### src/rtl/eink_panel_responder_pkg.sv
// Shared constants and state encodings for the e-ink panel responder.
// Mirrors the driver-side definitions so both ends agree on command codes.
package eink_panel_responder_pkg;

    localparam logic [7:0] CMD_SWRESET    = 8'h12;
    localparam logic [7:0] CMD_MASTER_ACT = 8'h20;

    typedef enum logic [0:0] {
        RX_IDLE  = 1'b0,
        RX_SHIFT = 1'b1
    } rx_state_e;

    typedef enum logic [1:0] {
        BUSY_READY = 2'b00,
        BUSY_HWRST = 2'b01,
        BUSY_CMD   = 2'b10
    } busy_state_e;

endpackage

### src/rtl/eink_panel_responder_if.sv
// Panel-side SPI pin bundle: driver owns csb/sck/mosi/dcb/resetb, panel owns busy.
interface eink_panel_responder_if;
    logic csb;
    logic sck;
    logic mosi;
    logic dcb;
    logic resetb;
    logic busy;

    modport master (output csb, output sck, output mosi, output dcb, output resetb, input busy);
    modport slave  (input csb, input sck, input mosi, input dcb, input resetb, output busy);
endinterface

### src/rtl/eink_spi_byte_rx.sv
// Oversampling SPI mode-0 byte receiver: synchronizers, edge detect, shift register,
// bit count and frame-error detection. Emits one registered pulse per completed byte.
module eink_spi_byte_rx
    import eink_panel_responder_pkg::*;
#(
    parameter int SYNC_STAGES = 2
) (
    input  logic       clk,
    input  logic       rst_n,
    input  logic       csb,
    input  logic       sck,
    input  logic       mosi,
    input  logic       dcb,
    input  logic       resetb,
    output logic       resetb_sync,
    output logic       byte_done,
    output logic       byte_dc,
    output logic [7:0] byte_data,
    output logic       frame_err
);

    // Idle pin levels {resetb, dcb, mosi, sck, csb} so reset release looks quiet.
    localparam logic [4:0] PINS_IDLE = 5'b10001;

    logic [SYNC_STAGES-1:0][4:0] sync_r;
    logic [4:0] pins_s;
    logic       csb_s, sck_s, mosi_s, dcb_s, resetb_s;
    logic       csb_prev_r, sck_prev_r;
    logic       csb_fall_s, csb_rise_s, sck_rise_s;

    rx_state_e  state_r, state_next_s;
    logic [7:0] shift_r, shift_next_s;
    logic [2:0] bit_cnt_r, bit_cnt_next_s;
    logic [7:0] data_r, data_next_s;
    logic       dc_r, dc_next_s;
    logic       done_r, done_next_s;
    logic       err_r, err_next_s;

    assign pins_s   = {resetb, dcb, mosi, sck, csb};
    assign csb_s    = sync_r[SYNC_STAGES-1][0];
    assign sck_s    = sync_r[SYNC_STAGES-1][1];
    assign mosi_s   = sync_r[SYNC_STAGES-1][2];
    assign dcb_s    = sync_r[SYNC_STAGES-1][3];
    assign resetb_s = sync_r[SYNC_STAGES-1][4];

    assign csb_fall_s = ~csb_s & csb_prev_r;
    assign csb_rise_s = csb_s & ~csb_prev_r;
    assign sck_rise_s = sck_s & ~sck_prev_r;

    // Input synchronizer chain and edge-detect history.
    always_ff @(posedge clk or negedge rst_n) begin
        if (!rst_n) begin
            sync_r     <= {SYNC_STAGES{PINS_IDLE}};
            csb_prev_r <= 1'b1;
            sck_prev_r <= 1'b0;
        end else begin
            sync_r     <= {sync_r[SYNC_STAGES-2:0], pins_s};
            csb_prev_r <= csb_s;
            sck_prev_r <= sck_s;
        end
    end

    // Receive FSM next-state: panel reset overrides everything, csb rise ends the frame.
    always_comb begin
        state_next_s   = state_r;
        shift_next_s   = shift_r;
        bit_cnt_next_s = bit_cnt_r;
        data_next_s    = data_r;
        dc_next_s      = dc_r;
        done_next_s    = 1'b0;
        err_next_s     = 1'b0;
        if (!resetb_s) begin
            state_next_s   = RX_IDLE;
            shift_next_s   = 8'h00;
            bit_cnt_next_s = 3'd0;
        end else begin
            case (state_r)
                RX_IDLE: begin
                    if (csb_fall_s) begin
                        state_next_s   = RX_SHIFT;
                        shift_next_s   = 8'h00;
                        bit_cnt_next_s = 3'd0;
                    end else begin
                        state_next_s = RX_IDLE;
                    end
                end
                RX_SHIFT: begin
                    if (sck_rise_s) begin
                        shift_next_s   = {shift_r[6:0], mosi_s};
                        bit_cnt_next_s = bit_cnt_r + 3'd1;
                        if (bit_cnt_r == 3'd7) begin
                            done_next_s = 1'b1;
                            data_next_s = {shift_r[6:0], mosi_s};
                            dc_next_s   = dcb_s;
                        end else begin
                            done_next_s = 1'b0;
                        end
                    end else begin
                        shift_next_s = shift_r;
                    end
                    // A byte finishing on the same clock as csb rise is complete, not partial.
                    if (csb_rise_s) begin
                        state_next_s   = RX_IDLE;
                        err_next_s     = sck_rise_s ? (bit_cnt_r != 3'd7) : (bit_cnt_r != 3'd0);
                        shift_next_s   = 8'h00;
                        bit_cnt_next_s = 3'd0;
                    end else begin
                        state_next_s = RX_SHIFT;
                    end
                end
                default: begin
                    state_next_s   = RX_IDLE;
                    shift_next_s   = 8'h00;
                    bit_cnt_next_s = 3'd0;
                end
            endcase
        end
    end

    // Receive FSM state and registered outputs.
    always_ff @(posedge clk or negedge rst_n) begin
        if (!rst_n) begin
            state_r   <= RX_IDLE;
            shift_r   <= 8'h00;
            bit_cnt_r <= 3'd0;
            data_r    <= 8'h00;
            dc_r      <= 1'b0;
            done_r    <= 1'b0;
            err_r     <= 1'b0;
        end else begin
            state_r   <= state_next_s;
            shift_r   <= shift_next_s;
            bit_cnt_r <= bit_cnt_next_s;
            data_r    <= data_next_s;
            dc_r      <= dc_next_s;
            done_r    <= done_next_s;
            err_r     <= err_next_s;
        end
    end

    assign resetb_sync = resetb_s;
    assign byte_done   = done_r;
    assign byte_dc     = dc_r;
    assign byte_data   = data_r;
    assign frame_err   = err_r;

endmodule

### src/rtl/eink_panel_responder.sv
// E-ink panel SPI responder: byte tagging, command decode, data counting and
// the busy countdown that emulates hardware reset, soft reset and display refresh.
module eink_panel_responder
    import eink_panel_responder_pkg::*;
#(
    parameter int SYNC_STAGES  = 2,
    parameter int HWRST_CYCLES = 200,
    parameter int SWRST_CYCLES = 400,
    parameter int ACT_CYCLES   = 1000,
    parameter int CNT_W        = 16
) (
    input  logic                 clk,
    input  logic                 rst_n,
    eink_panel_responder_if.slave spi,
    output logic                 cmd_valid,
    output logic                 data_valid,
    output logic [7:0]           rx_byte,
    output logic [7:0]           last_cmd,
    output logic [CNT_W-1:0]     data_count,
    output logic                 frame_err,
    output logic                 busy_viol
);

    localparam logic [CNT_W-1:0] HWRST_LOAD = CNT_W'(HWRST_CYCLES);
    localparam logic [CNT_W-1:0] SWRST_LOAD = CNT_W'(SWRST_CYCLES);
    localparam logic [CNT_W-1:0] ACT_LOAD   = CNT_W'(ACT_CYCLES);

    logic       resetb_sync_s;
    logic       byte_done_s;
    logic       byte_dc_s;
    logic [7:0] byte_data_s;
    logic       is_cmd_s;

    busy_state_e      bstate_r, bstate_next_s;
    logic [CNT_W-1:0] bcnt_r, bcnt_next_s;
    logic             busy_r;
    logic             cmd_valid_r, data_valid_r, busy_viol_r;
    logic [7:0]       rx_byte_r, last_cmd_r;
    logic [CNT_W-1:0] data_count_r;

    eink_spi_byte_rx #(
        .SYNC_STAGES (SYNC_STAGES)
    ) u_rx (
        .clk         (clk),
        .rst_n       (rst_n),
        .csb         (spi.csb),
        .sck         (spi.sck),
        .mosi        (spi.mosi),
        .dcb         (spi.dcb),
        .resetb      (spi.resetb),
        .resetb_sync (resetb_sync_s),
        .byte_done   (byte_done_s),
        .byte_dc     (byte_dc_s),
        .byte_data   (byte_data_s),
        .frame_err   (frame_err)
    );

    assign is_cmd_s = byte_done_s & ~byte_dc_s;

    // Busy FSM next-state: timed commands reload the countdown, never accumulate.
    always_comb begin
        bstate_next_s = bstate_r;
        bcnt_next_s   = bcnt_r;
        if (!resetb_sync_s) begin
            bstate_next_s = BUSY_HWRST;
            bcnt_next_s   = HWRST_LOAD;
        end else if (is_cmd_s && (byte_data_s == CMD_SWRESET)) begin
            bstate_next_s = BUSY_CMD;
            bcnt_next_s   = SWRST_LOAD;
        end else if (is_cmd_s && (byte_data_s == CMD_MASTER_ACT)) begin
            bstate_next_s = BUSY_CMD;
            bcnt_next_s   = ACT_LOAD;
        end else begin
            case (bstate_r)
                BUSY_READY: begin
                    bstate_next_s = BUSY_READY;
                end
                BUSY_HWRST, BUSY_CMD: begin
                    bcnt_next_s = bcnt_r - {{(CNT_W-1){1'b0}}, 1'b1};
                    if (bcnt_r == {{(CNT_W-1){1'b0}}, 1'b1}) begin
                        bstate_next_s = BUSY_READY;
                    end else begin
                        bstate_next_s = bstate_r;
                    end
                end
                default: begin
                    bstate_next_s = BUSY_READY;
                end
            endcase
        end
    end

    // Busy FSM state, countdown and registered busy pin.
    always_ff @(posedge clk or negedge rst_n) begin
        if (!rst_n) begin
            bstate_r <= BUSY_HWRST;
            bcnt_r   <= HWRST_LOAD;
            busy_r   <= 1'b1;
        end else begin
            bstate_r <= bstate_next_s;
            bcnt_r   <= bcnt_next_s;
            busy_r   <= (bstate_next_s != BUSY_READY);
        end
    end

    // Byte tagging, last command, data counter and protocol-violation flag.
    always_ff @(posedge clk or negedge rst_n) begin
        if (!rst_n) begin
            cmd_valid_r  <= 1'b0;
            data_valid_r <= 1'b0;
            busy_viol_r  <= 1'b0;
            rx_byte_r    <= 8'h00;
            last_cmd_r   <= 8'h00;
            data_count_r <= {CNT_W{1'b0}};
        end else if (!resetb_sync_s) begin
            cmd_valid_r  <= 1'b0;
            data_valid_r <= 1'b0;
            busy_viol_r  <= 1'b0;
            last_cmd_r   <= 8'h00;
            data_count_r <= {CNT_W{1'b0}};
        end else begin
            cmd_valid_r  <= is_cmd_s;
            data_valid_r <= byte_done_s & byte_dc_s;
            busy_viol_r  <= byte_done_s & busy_r;
            if (byte_done_s) begin
                rx_byte_r <= byte_data_s;
            end
            if (is_cmd_s) begin
                last_cmd_r   <= byte_data_s;
                data_count_r <= {CNT_W{1'b0}};
            end else if (byte_done_s && (data_count_r != {CNT_W{1'b1}})) begin
                data_count_r <= data_count_r + {{(CNT_W-1){1'b0}}, 1'b1};
            end
        end
    end

    assign spi.busy   = busy_r;
    assign cmd_valid  = cmd_valid_r;
    assign data_valid = data_valid_r;
    assign busy_viol  = busy_viol_r;
    assign rx_byte    = rx_byte_r;
    assign last_cmd   = last_cmd_r;
    assign data_count = data_count_r;

endmodule
### src/flat_wrapper.sv
// flat-port wrapper written by rule: the top's interface ports become plain ports
module eink_panel_responder_flat import eink_panel_responder_pkg::*;
#(
    parameter int SYNC_STAGES  = 2,
    parameter int HWRST_CYCLES = 200,
    parameter int SWRST_CYCLES = 400,
    parameter int ACT_CYCLES   = 1000,
    parameter int CNT_W        = 16
)
  (clk, rst_n, cmd_valid, data_valid, rx_byte, last_cmd, data_count, frame_err, busy_viol, spi_csb, spi_sck, spi_mosi, spi_dcb, spi_resetb, spi_busy);
  eink_panel_responder_if spi_i ();
  input  logic clk;
  input  logic rst_n;
  output logic cmd_valid;
  output logic data_valid;
  output logic [7:0] rx_byte;
  output logic [7:0] last_cmd;
  output logic [CNT_W-1:0] data_count;
  output logic frame_err;
  output logic busy_viol;
  input wire logic [$bits(spi_i.csb)-1:0] spi_csb;
  input wire logic [$bits(spi_i.sck)-1:0] spi_sck;
  input wire logic [$bits(spi_i.mosi)-1:0] spi_mosi;
  input wire logic [$bits(spi_i.dcb)-1:0] spi_dcb;
  input wire logic [$bits(spi_i.resetb)-1:0] spi_resetb;
  output wire logic [$bits(spi_i.busy)-1:0] spi_busy;
  assign spi_i.csb = spi_csb;
  assign spi_i.sck = spi_sck;
  assign spi_i.mosi = spi_mosi;
  assign spi_i.dcb = spi_dcb;
  assign spi_i.resetb = spi_resetb;
  assign spi_busy = spi_i.busy;
  eink_panel_responder #(.SYNC_STAGES(SYNC_STAGES), .HWRST_CYCLES(HWRST_CYCLES), .SWRST_CYCLES(SWRST_CYCLES), .ACT_CYCLES(ACT_CYCLES), .CNT_W(CNT_W)) u_core (.clk(clk), .rst_n(rst_n), .spi(spi_i), .cmd_valid(cmd_valid), .data_valid(data_valid), .rx_byte(rx_byte), .last_cmd(last_cmd), .data_count(data_count), .frame_err(frame_err), .busy_viol(busy_viol));
endmodule
### config.mk
export PLATFORM = sky130hd
export DESIGN_NAME = eink_panel_responder_flat
export DESIGN_NICKNAME = d
export VERILOG_FILES = /design/src/rtl/eink_panel_responder_pkg.sv /design/src/rtl/eink_panel_responder_if.sv /design/src/rtl/eink_spi_byte_rx.sv /design/src/rtl/eink_panel_responder.sv /design/src/flat_wrapper.sv
export SDC_FILE = /design/constraint.sdc
export NUM_CORES = 1
export LEC_CHECK = 0
export BUFFER_PORTS_ARGS = -buffer_cell sky130_fd_sc_hd__buf_2
export CAP_MARGIN = 40
export CORE_ASPECT_RATIO = 1.5
export CORE_MARGIN = 4
export CORE_UTILIZATION = 53
export CTS_BUF_LIST = sky130_fd_sc_hd__clkbuf_16
export CTS_CLUSTER_SIZE = 30
export DETAILED_ROUTE_END_ITERATION = 12
export PLACE_DENSITY = 0.84
export SETUP_SLACK_MARGIN = 0.15
export SLEW_MARGIN = 20
export SYNTH_ARGS = -nofsm -noshare
export SYNTH_HDL_FRONTEND = slang
export SYNTH_HIERARCHICAL = 1
export SYNTH_SLANG_ARGS = --single-unit
### constraint.sdc
create_clock -name clk -period 1.8 [get_ports clk]
set_clock_uncertainty 0.05 [all_clocks]
set_input_delay 0.09 -clock clk [delete_from_list [all_inputs] [get_ports clk]]
set_output_delay 0.09 -clock clk [all_outputs]
set_load 0.01 [all_outputs]
======== Yosys cells after proc, flatten, opt, wreduce, memory -nomap -nowiden ========
Cells that the tools add are included.
operators by class
  add/subtract/negate cells ............... 3
  eq/ne operators ......................... 13
  muxes and demuxes ....................... 39
  bitwise operators ....................... 11
  reduce and logical (&&, ||, !) cells .... 9
operators with widths
  kind                     number
  $mux W16                 7
  $mux W7                  4
  $add A16 B1 Y16 const B  1
  $eq A16 B1 Y1 const B    1
  $mux W8                  2
  $ne A16 B16 Y1 const B   1
  $sub A16 B1 Y16 const B  1
  $mux W1                  14
  $pmux W7 S2              1
  $mux W3                  4
  $mux W2                  5
  $eq A8 B5 Y1 const B     1
  $eq A8 B6 Y1 const B     1
  $and A1 B1 Y1            6
  $ne A3 B3 Y1 const B     2
  $pmux W3 S2              1
  $not A1 Y1               5
  $ne A4 B1 Y1 const B     1
  $ne A4 B4 Y1 const B     1
  $reduce_and A2 Y1        2
  $reduce_and A4 Y1        1
  $add A3 B1 Y3 const B    1
  $eq A3 B3 Y1 const B     1
  $logic_and A1 B1 Y1      3
  8 further kinds          8
storage, ports and cells
  bits in registers ....................... 88

======== Logic depth before layout (Yosys ltp) ========
Gate-level depths: netlist (run 1).
  word-level depth ........................ 7
  gate-level depth with buffers ........... 7

======== Cells and area by module ========
The synthesis (run 1) kept the hierarchy.
by module, submodules not included
  module                instances  cells an instance  area an instance (µm²)
  eink_panel_responder  1          271                2775.2
  eink_spi_byte_rx      1          72                 1287.5

======== Worst setup path after synthesis (run 1) ========
Ideal clock, no wire load.
  path kind ............................... flip-flop to flip-flop
  start ................................... register u_core.u_rx.dc_r (netlist: u_core/u_rx/byte_dc)
  end ..................................... register u_core.bcnt_r[6]
  library setup time ...................... 61 ps
  arrival time ............................ 1908 ps
  required time ........................... 1689 ps
  slack ................................... -219 ps
  stages on the path, launching flop included .. 8
  path buffers ............................ 3
  clock period less this slack ............ 2019 ps
  cells stage by stage .................... dfrtp_1 -> buf_6 -> or4b_4 -> buf_6 -> or3_1 -> buf_6 -> a41oi_2 -> o22a_1
on the way
  cells in the longest elaborated chain, start to end .. 6
  elaborated cells on any way between the ends .. 8
RTL lines
  element                 RTL line                     text
  from (decl)             eink_spi_byte_rx.sv:35       logic dc_r, dc_next_s;
  from (signal assigned)  eink_spi_byte_rx.sv:135      dc_r <= dc_next_s;
  $not A1 Y1 *            eink_panel_responder.sv:58   assign is_cmd_s = byte_done_s & ~byte_dc_s;
  $and A1 B1 Y1 *         eink_panel_responder.sv:58
  $logic_and A1 B1 Y1     eink_panel_responder.sv:70   end else if (is_cmd_s && (byte_data_s == CMD_MASTER_ACT)) begin
  $mux W16                eink_panel_responder.sv:70
  $mux W16                eink_panel_responder.sv:67   end else if (is_cmd_s && (byte_data_s == CMD_SWRESET)) begin
  $mux W16                eink_panel_responder.sv:64   if (!resetb_sync_s) begin
  to (signal assigned)    eink_panel_responder.sv:101  bcnt_r <= bcnt_next_s;
  to (decl)               eink_panel_responder.sv:35   logic [CNT_W-1:0] bcnt_r, bcnt_next_s;
Every way passes the cells marked *; elsewhere a longest branch is shown, timed or not.
A chain may end at the register's enable or synchronous reset.

======== Worst setup path in the final report (run 1) ========
  start ................................... register u_core.data_count_r[1] (netlist: u_core/data_count[1])
  end ..................................... register u_core.data_count_r[12] (netlist: u_core/data_count[12])
on the way
  cells in the longest elaborated chain, start to end .. 4
  elaborated cells on any way between the ends .. 7
RTL lines
  element                 RTL line                     text
  from (decl)             eink_panel_responder.sv:39   logic [CNT_W-1:0] data_count_r;
  from (signal assigned)  eink_panel_responder.sv:114  data_count_r <= {CNT_W{1'b0}};
  from (signal assigned)  eink_panel_responder.sv:120  data_count_r <= {CNT_W{1'b0}};
  from (signal assigned)  eink_panel_responder.sv:130  data_count_r <= {CNT_W{1'b0}};
  $add A16 B1 Y16         eink_panel_responder.sv:132  data_count_r <= data_count_r + {{(CNT_W-1){1'b0}}, 1'b1};
  $mux W16                eink_panel_responder.sv:131  end else if (byte_done_s && (data_count_r != {CNT_W{1'b1}})) begin
  $mux W16                eink_panel_responder.sv:128  if (is_cmd_s) begin
  $mux W16                eink_panel_responder.sv:115  end else if (!resetb_sync_s) begin
Several ways; a longest one is shown, not always the timed one. The select of a mux whose other input is x is not followed.

==> results of run 1 <==
-- flip-flops by register name, indices dropped and copies added, names as in the netlist, 2 cells and up --
signal and cells:
u_core/bcnt_r 16, u_core/data_count 16, u_core/last_cmd 8, u_core/rx_byte 8
u_core/u_rx/byte_data 8, u_core/u_rx/shift_r 7, u_core/u_rx/sync_r 5, u_core/u_rx/bit_cnt_r 3
u_core/bstate_r 2
-- power by group --
group / switching, mW / total [mW] / internal (mW)
registers: 0.0588 / 2.09 / 2.03
logic: 0.183 / 0.325 / 0.142
clock network: 0.764 / 1.82 / 1.06
-- worst max-delay path: stages, from the launching register on --
cell and delay [ps]:
dfrtp_2 410, ha_4 160, buf_4 130, nand4_1 160, a2111o_1 370, or3_1 320, a21oi_1 140
-- metal layers --
layer	GRT usage (%)	vias up	part of all wire, %
li1	-	1590	-
met1	29.2	1802	36
met2	46.0	197	54
met3	4.94	59	6.2
met4	15.3	0	3.9
met5	0	-	0
-- worst max-delay path by stage --
stage / startpoint / to / slack (ps) / depth (start not counted)
after floorplan: u_core/u_rx/byte_dc / u_core/bcnt_r[3] / -130 / 7
final: u_core/data_count[1] / u_core/data_count[12] / -20 / 6
after CTS: u_core/bcnt_r[8] / u_core/bcnt_r[12] / -60 / 4
after detailed placement: u_core/bcnt_r[8] / u_core/bcnt_r[12] / -90 / 4
after global routing: u_core/data_count[1] / u_core/data_count[12] / -90 / 6
after global placement: u_core/bcnt_r[8] / u_core/bcnt_r[12] / -40 / 4
-- logic make-up after synthesis --
family                   Yosys count
AND/OR/NAND/NOR                  112
AO/OA/AOI/OAI                     89
flip-flops                        88
buffers and inverters             23
multiplexers                      21
adder cells (fa/ha/maj)            6
XOR/XNOR                           4
-- cell type report --
type | count | area, sq um
Timing Repair Buffer | 139 | 1030
Clock buffer | 9 | 225
Multi-Input combinational cell | 233 | 2120
Sequential cell | 88 | 2230
Fill cell | 399 | 1530
Inverter | 10 | 41.3
Clock inverter | 7 | 62.6
Tap cell | 100 | 125
-- through the flow --
stage | hold slack [ps] | total power, mW | utilization, % | setup slack (ps)
2_1_floorplan | -256 | 2.23 | - | -127
6_report | 190 | 4.23 | 79.2 | -24.6
4_1_cts | 203 | 4.19 | 75.2 | -62.4
3_5_place_dp | 19.8 | 2.37 | 66.2 | -87.5
5_1_grt | 227 | 4.37 | 79.2 | -94.4
3_3_place_gp | 15.7 | 2.36 | 66.2 | -37.1
-- what timing repair did --
item,4_1_cts,5_1_grt
gates cloned,0,1
setup buffers,15,14
hold buffers,6,0
hold endpoints to repair,40,0
endpoints found under the setup margin,34,52
pin swaps,33,27
resized for setup,40,42
-- cell usage in the layout, fill, tap and decap left out, drive strengths merged, types with 10 or more instances in the layout --
| cell | instances |
|---|---|
| buf | 133 |
| dfrtp | 78 |
| a21oi | 23 |
| nand2 | 19 |
| mux2 | 19 |
| a22o | 17 |
| or3 | 16 |
| nor2 | 13 |
| o21ai | 12 |
| o31ai | 11 |
| or4 | 10 |
| dfstp | 10 |
| nand3 | 10 |
==> reports/results.tsv, run 1 <==
metric	value	unit
TritonCTS Buffers	9	
total number of vias	3648	
largest family of logic cells by synthesized area	simple AND/OR/NAND/NOR gates	
P per Cell Area	725	nW/um^2
layout net count	494	
detailed placer's ending HPWL	7000	um
Post-Synthesis Cells	343	
core area	7370	sq um
die width	79.5	um
DR vias/cell	6.23	
CTS tree	built	
r2r worst-path depth	6	
DRC Markers	0	
DRT iter0 DRCs	261	
Die Ht	115	um
RSZ-0062 raised after global routing	yes	
pins over their slew limit	0	
die area	9160	sq um
Critical Path RT	2020	ps
final worst setup slack	-24.6	ps
Max clock buf depth	2	
WS Path Type	flip-flop to flip-flop	
wire per inst	20.9	um
latest clock arrival within the worst-skew pair	350	ps
num rows	38	
warning count from the yosys run	6	
max_slew headroom	69.5	%
Post-Route WL	12300	um
Worst Setup End Kind	flip-flop	
port bufs	43	
setup TNS	-101	ps
non-filler cells, final	586	
CTS Sinks	88	
hold crit path type	primary input to async pin	
Top Ports	44	
Max Fclk	0.548	GHz
Cells after DPL	534	
post-synth cell types	59	
clock slew at reported path FFs	60	ps
WP data arrival	2050	ps
status	finished, violations left	
Least-Margin Pin Slew	458	ps
Final ANT Viol Nets	0	
mux contribution to synthesized area	6.59	%
Setup crit start kind	flip-flop	
GRT Residual Overflow	0	
root buffer cell	clkbuf_16	
synth top area cells	dfrtp_1, dfstp_2, a22o_1, mux2_4, a21oi_1	
Post-synth ARST share	100	%
XOR/XNOR Fraction of Synth Area	0.862	%
largest net degree at the start of global routing	38	
final hold vios	0	
crit share post-route	101	%
top-count cell post-synth	dfrtp_1	
first-pass GRT wire length	18500	um
synthesized net count	356	
Post-synth EDFFs	0	
simple-gate share of the synthesized area	16.8	%
vias in the first global route	3778	
failing checks	setup timing	
Placer Congestion	0.891	
Initial Util	55.1	%
Post-synth top cells	dfrtp_1, a21oi_1, nand2_1	
layout cell share with drive strength beyond 1	52.7	%
global-route usage over all layers	26.2	%
r2r setup slk	-20	ps
Mapped Area	4060	sq um
Area growth syn-to-layout	43.7	%
MaxCap Viol Count	0	
drt pass-1 iters	9	
ys flop type	dfrtp_1	
post-synthesis compound-gate area fraction	16.3	%
Yosys top cell area share	48.0	%
r2r startpoint	u_core/data_count[1]	
crit-path max FO	4	
Avg Cell Area, Syn	11.8	sq um
placed cell area	4880	sq um
H-tree depth	3	
Yosys reg bits	88	
Seq/Total Area, Yosys	54.5	%
initial antenna violation count	0	
fin crit period	1820	ps
Synth Area in Adders	1.85	%
VDD IR-drop max	0.943	mV
area leader, netlist	dfrtp_1	
final setup vio count	9	
fin area	5840	sq um
antenna diode count	0	
R2R Path End	u_core/data_count[12]	
Pleak	2.64	nW
(Power assumes the default switching activity.)
==> inputs of run 2 (changes only) <==
--- a/config.mk
+++ b/config.mk
@@ -14,7 +14,7 @@
 export CTS_CLUSTER_SIZE = 30
 export DETAILED_ROUTE_END_ITERATION = 12
 export PLACE_DENSITY = 0.84
-export SETUP_SLACK_MARGIN = 0.15
+export SETUP_SLACK_MARGIN = 0.2
 export SLEW_MARGIN = 20
 export SYNTH_ARGS = -nofsm -noshare
 export SYNTH_HDL_FRONTEND = slang
==> run 2 against run 1 <==
The flow still finishes with violations (setup timing). Flip-flop and latch count did not move. Sequential share of layout area fell by 0.93 points. Final cell count increased by 1.4%. First-iteration DRC count up 64%. Setup slack got worse by 130 ps. Global-route usage up 0.49 points. Wire length is 6.8% higher. Design area rose by 2.5%. Critical path type unchanged. Largest cell class unchanged. Highest routed layer unchanged.
==> reports/results.tsv, run 2 (synthesized netlist as in run 1, its figures left out) <==
metric	value	unit
status	finished, violations left	
antenna diode count	0	
grt met1 use	29.3	%
vias in the first global route	3744	
WS Path Type	flip-flop to flip-flop	
P per Cell Area	692	nW/um^2
crit share post-route	108	%
CTS Sinks	88	
drt pass-1 iters	5	
detailed placer's ending HPWL	6700	um
hold crit path type	primary input to async pin	
CTS tree	built	
DRC Markers	0	
initial antenna violation count	0	
met2 Use GR	46.9	%
RSZ-0062 raised after global routing	yes	
latest clock arrival within the worst-skew pair	340	ps
Die Ht	115	um
Final ANT Viol Nets	0	
Worst Setup End Kind	flip-flop	
Max Fclk	0.512	GHz
Critical Path RT	2000	ps
final setup vio count	11	
Area growth syn-to-layout	47.3	%
busiest grt layer	met2	
most frequent cells in the layout	buf_4, dfrtp_1, buf_2	
first-pass GRT wire length	18600	um
crit-path max FO	7	
Pwr Total	4.14	mW
DR vias/cell	6.30	
VDD IR-drop max	0.838	mV
clock slew at reported path FFs	60	ps
H-tree depth	3	
Least-Margin Pin Slew	473	ps
final worst setup slack	-151	ps
max_slew headroom	67.6	%
Initial Util	55.1	%
port bufs	43	
Top Ports	44	
DRT iter0 DRCs	428	
WP data arrival	2150	ps
layout net count	502	
Post-Route WL	13100	um
TritonCTS Buffers	9	
setup TNS	-588	ps
largest net degree at the start of global routing	36	
fill count	372	
final hold vios	0	
GRT Residual Overflow	0	
pins over their slew limit	0	
total number of vias	3741	
most common cell after layout, fill and taps aside	buf_4	
layout cell share with drive strength beyond 1	55.1	%
Pleak	2.69	nW
met3 Track Usage GR	6.50	%
wire per inst	22.1	um
Setup crit start kind	flip-flop	
core area	7370	sq um
MaxCap Viol Count	0	
root buffer cell	clkbuf_16	
global-route usage over all layers	26.7	%
die area	9160	sq um
failing checks	setup timing	
die width	79.5	um
num rows	38	
fin crit period	1950	ps
Placer Congestion	0.867	
Max clock buf depth	2	
## run 2: changes by cell type in the layout (fill, tap and decap cells not counted), moves of 2 or more
cell     change
o31ai_2      -2
o31ai_1      +2
buf_6        +7
dfrtp_2      +3
dfrtp_1      -3
inv_2        +2
nor2_4       +2
## run 2: per-stage QoR
| stage | worst slack (ps) | hold slack [ps] | util [%] | std cells | instance area (sq um) |
|---|---|---|---|---|---|
| floorplan | -127 | -256 | - | 343 | 4190 |
| global placement | -35.8 | 10.9 | 66.0 | 530 | 4860 |
| detailed placement | -68.7 | 23.2 | 66.0 | 530 | 4860 |
| CTS | -41.8 | 206 | 76.5 | 575 | 5630 |
| global route | -160 | 241 | 81.2 | 594 | 5980 |
| finish | -151 | 193 | 81.2 | 594 | 5980 |
## run 2: worst max-delay path: stages, from the launching register on
cell	delay (ps)
dfrtp_1	420
nand4_1	250
nor4_4	450
buf_4	230
buf_6	100
o21ai_0	140
a21oi_1	230
## run 2: final timing paths
kind / slack, ps / from / cells after the start / endpoint
min: 190 / rst_n / 2 / u_core/u_rx/shift_r[3]
max in group asynchronous: 880 / rst_n / 3 / u_core/u_rx/sync_r[0]
min reg2reg: 300 / u_core/u_rx/sync_r[1] / 0 / u_core/u_rx/sck_s
min in group clk: 300 / u_core/u_rx/sync_r[1] / 0 / u_core/u_rx/sck_s
max: -150 / u_core/data_count[13] / 6 / u_core/data_count[6]
max reg2reg: -150 / u_core/data_count[13] / 6 / u_core/data_count[6]
## run 2: power by group
part           total [mW]  internal [mW]  switching, mW
Clock                1.65          0.910          0.738
Sequential           2.10           2.03         0.0754
Combinational       0.388          0.178          0.210
## run 2: cell type report
type                    instances  area, sq um  area share [%]
flip-flops and latches         88         2230            37.2
multi-input cells             233         2200            36.7
repair buffers                147         1130            18.9
clock buffers                   9          225            3.76
well taps                     100          125            2.09
inverters                      10         45.0           0.753
clock inverters                 7         32.5           0.544
## run 2: timing repair
item	4_1_cts	5_1_grt
buffers inserted	23	18
hold buffers	6	0
setup endpoints to repair	50	47
gates cloned	0	1
resized for setup	58	42
pin swaps	35	29
hold endpoints to repair	37	0
## run 2: layer usage
metal  part of all wire [%]  routed length, um
met1                     36               4740
met5                      0                  0
met2                     54               7030
met4                    4.7                614
met3                    5.4                709
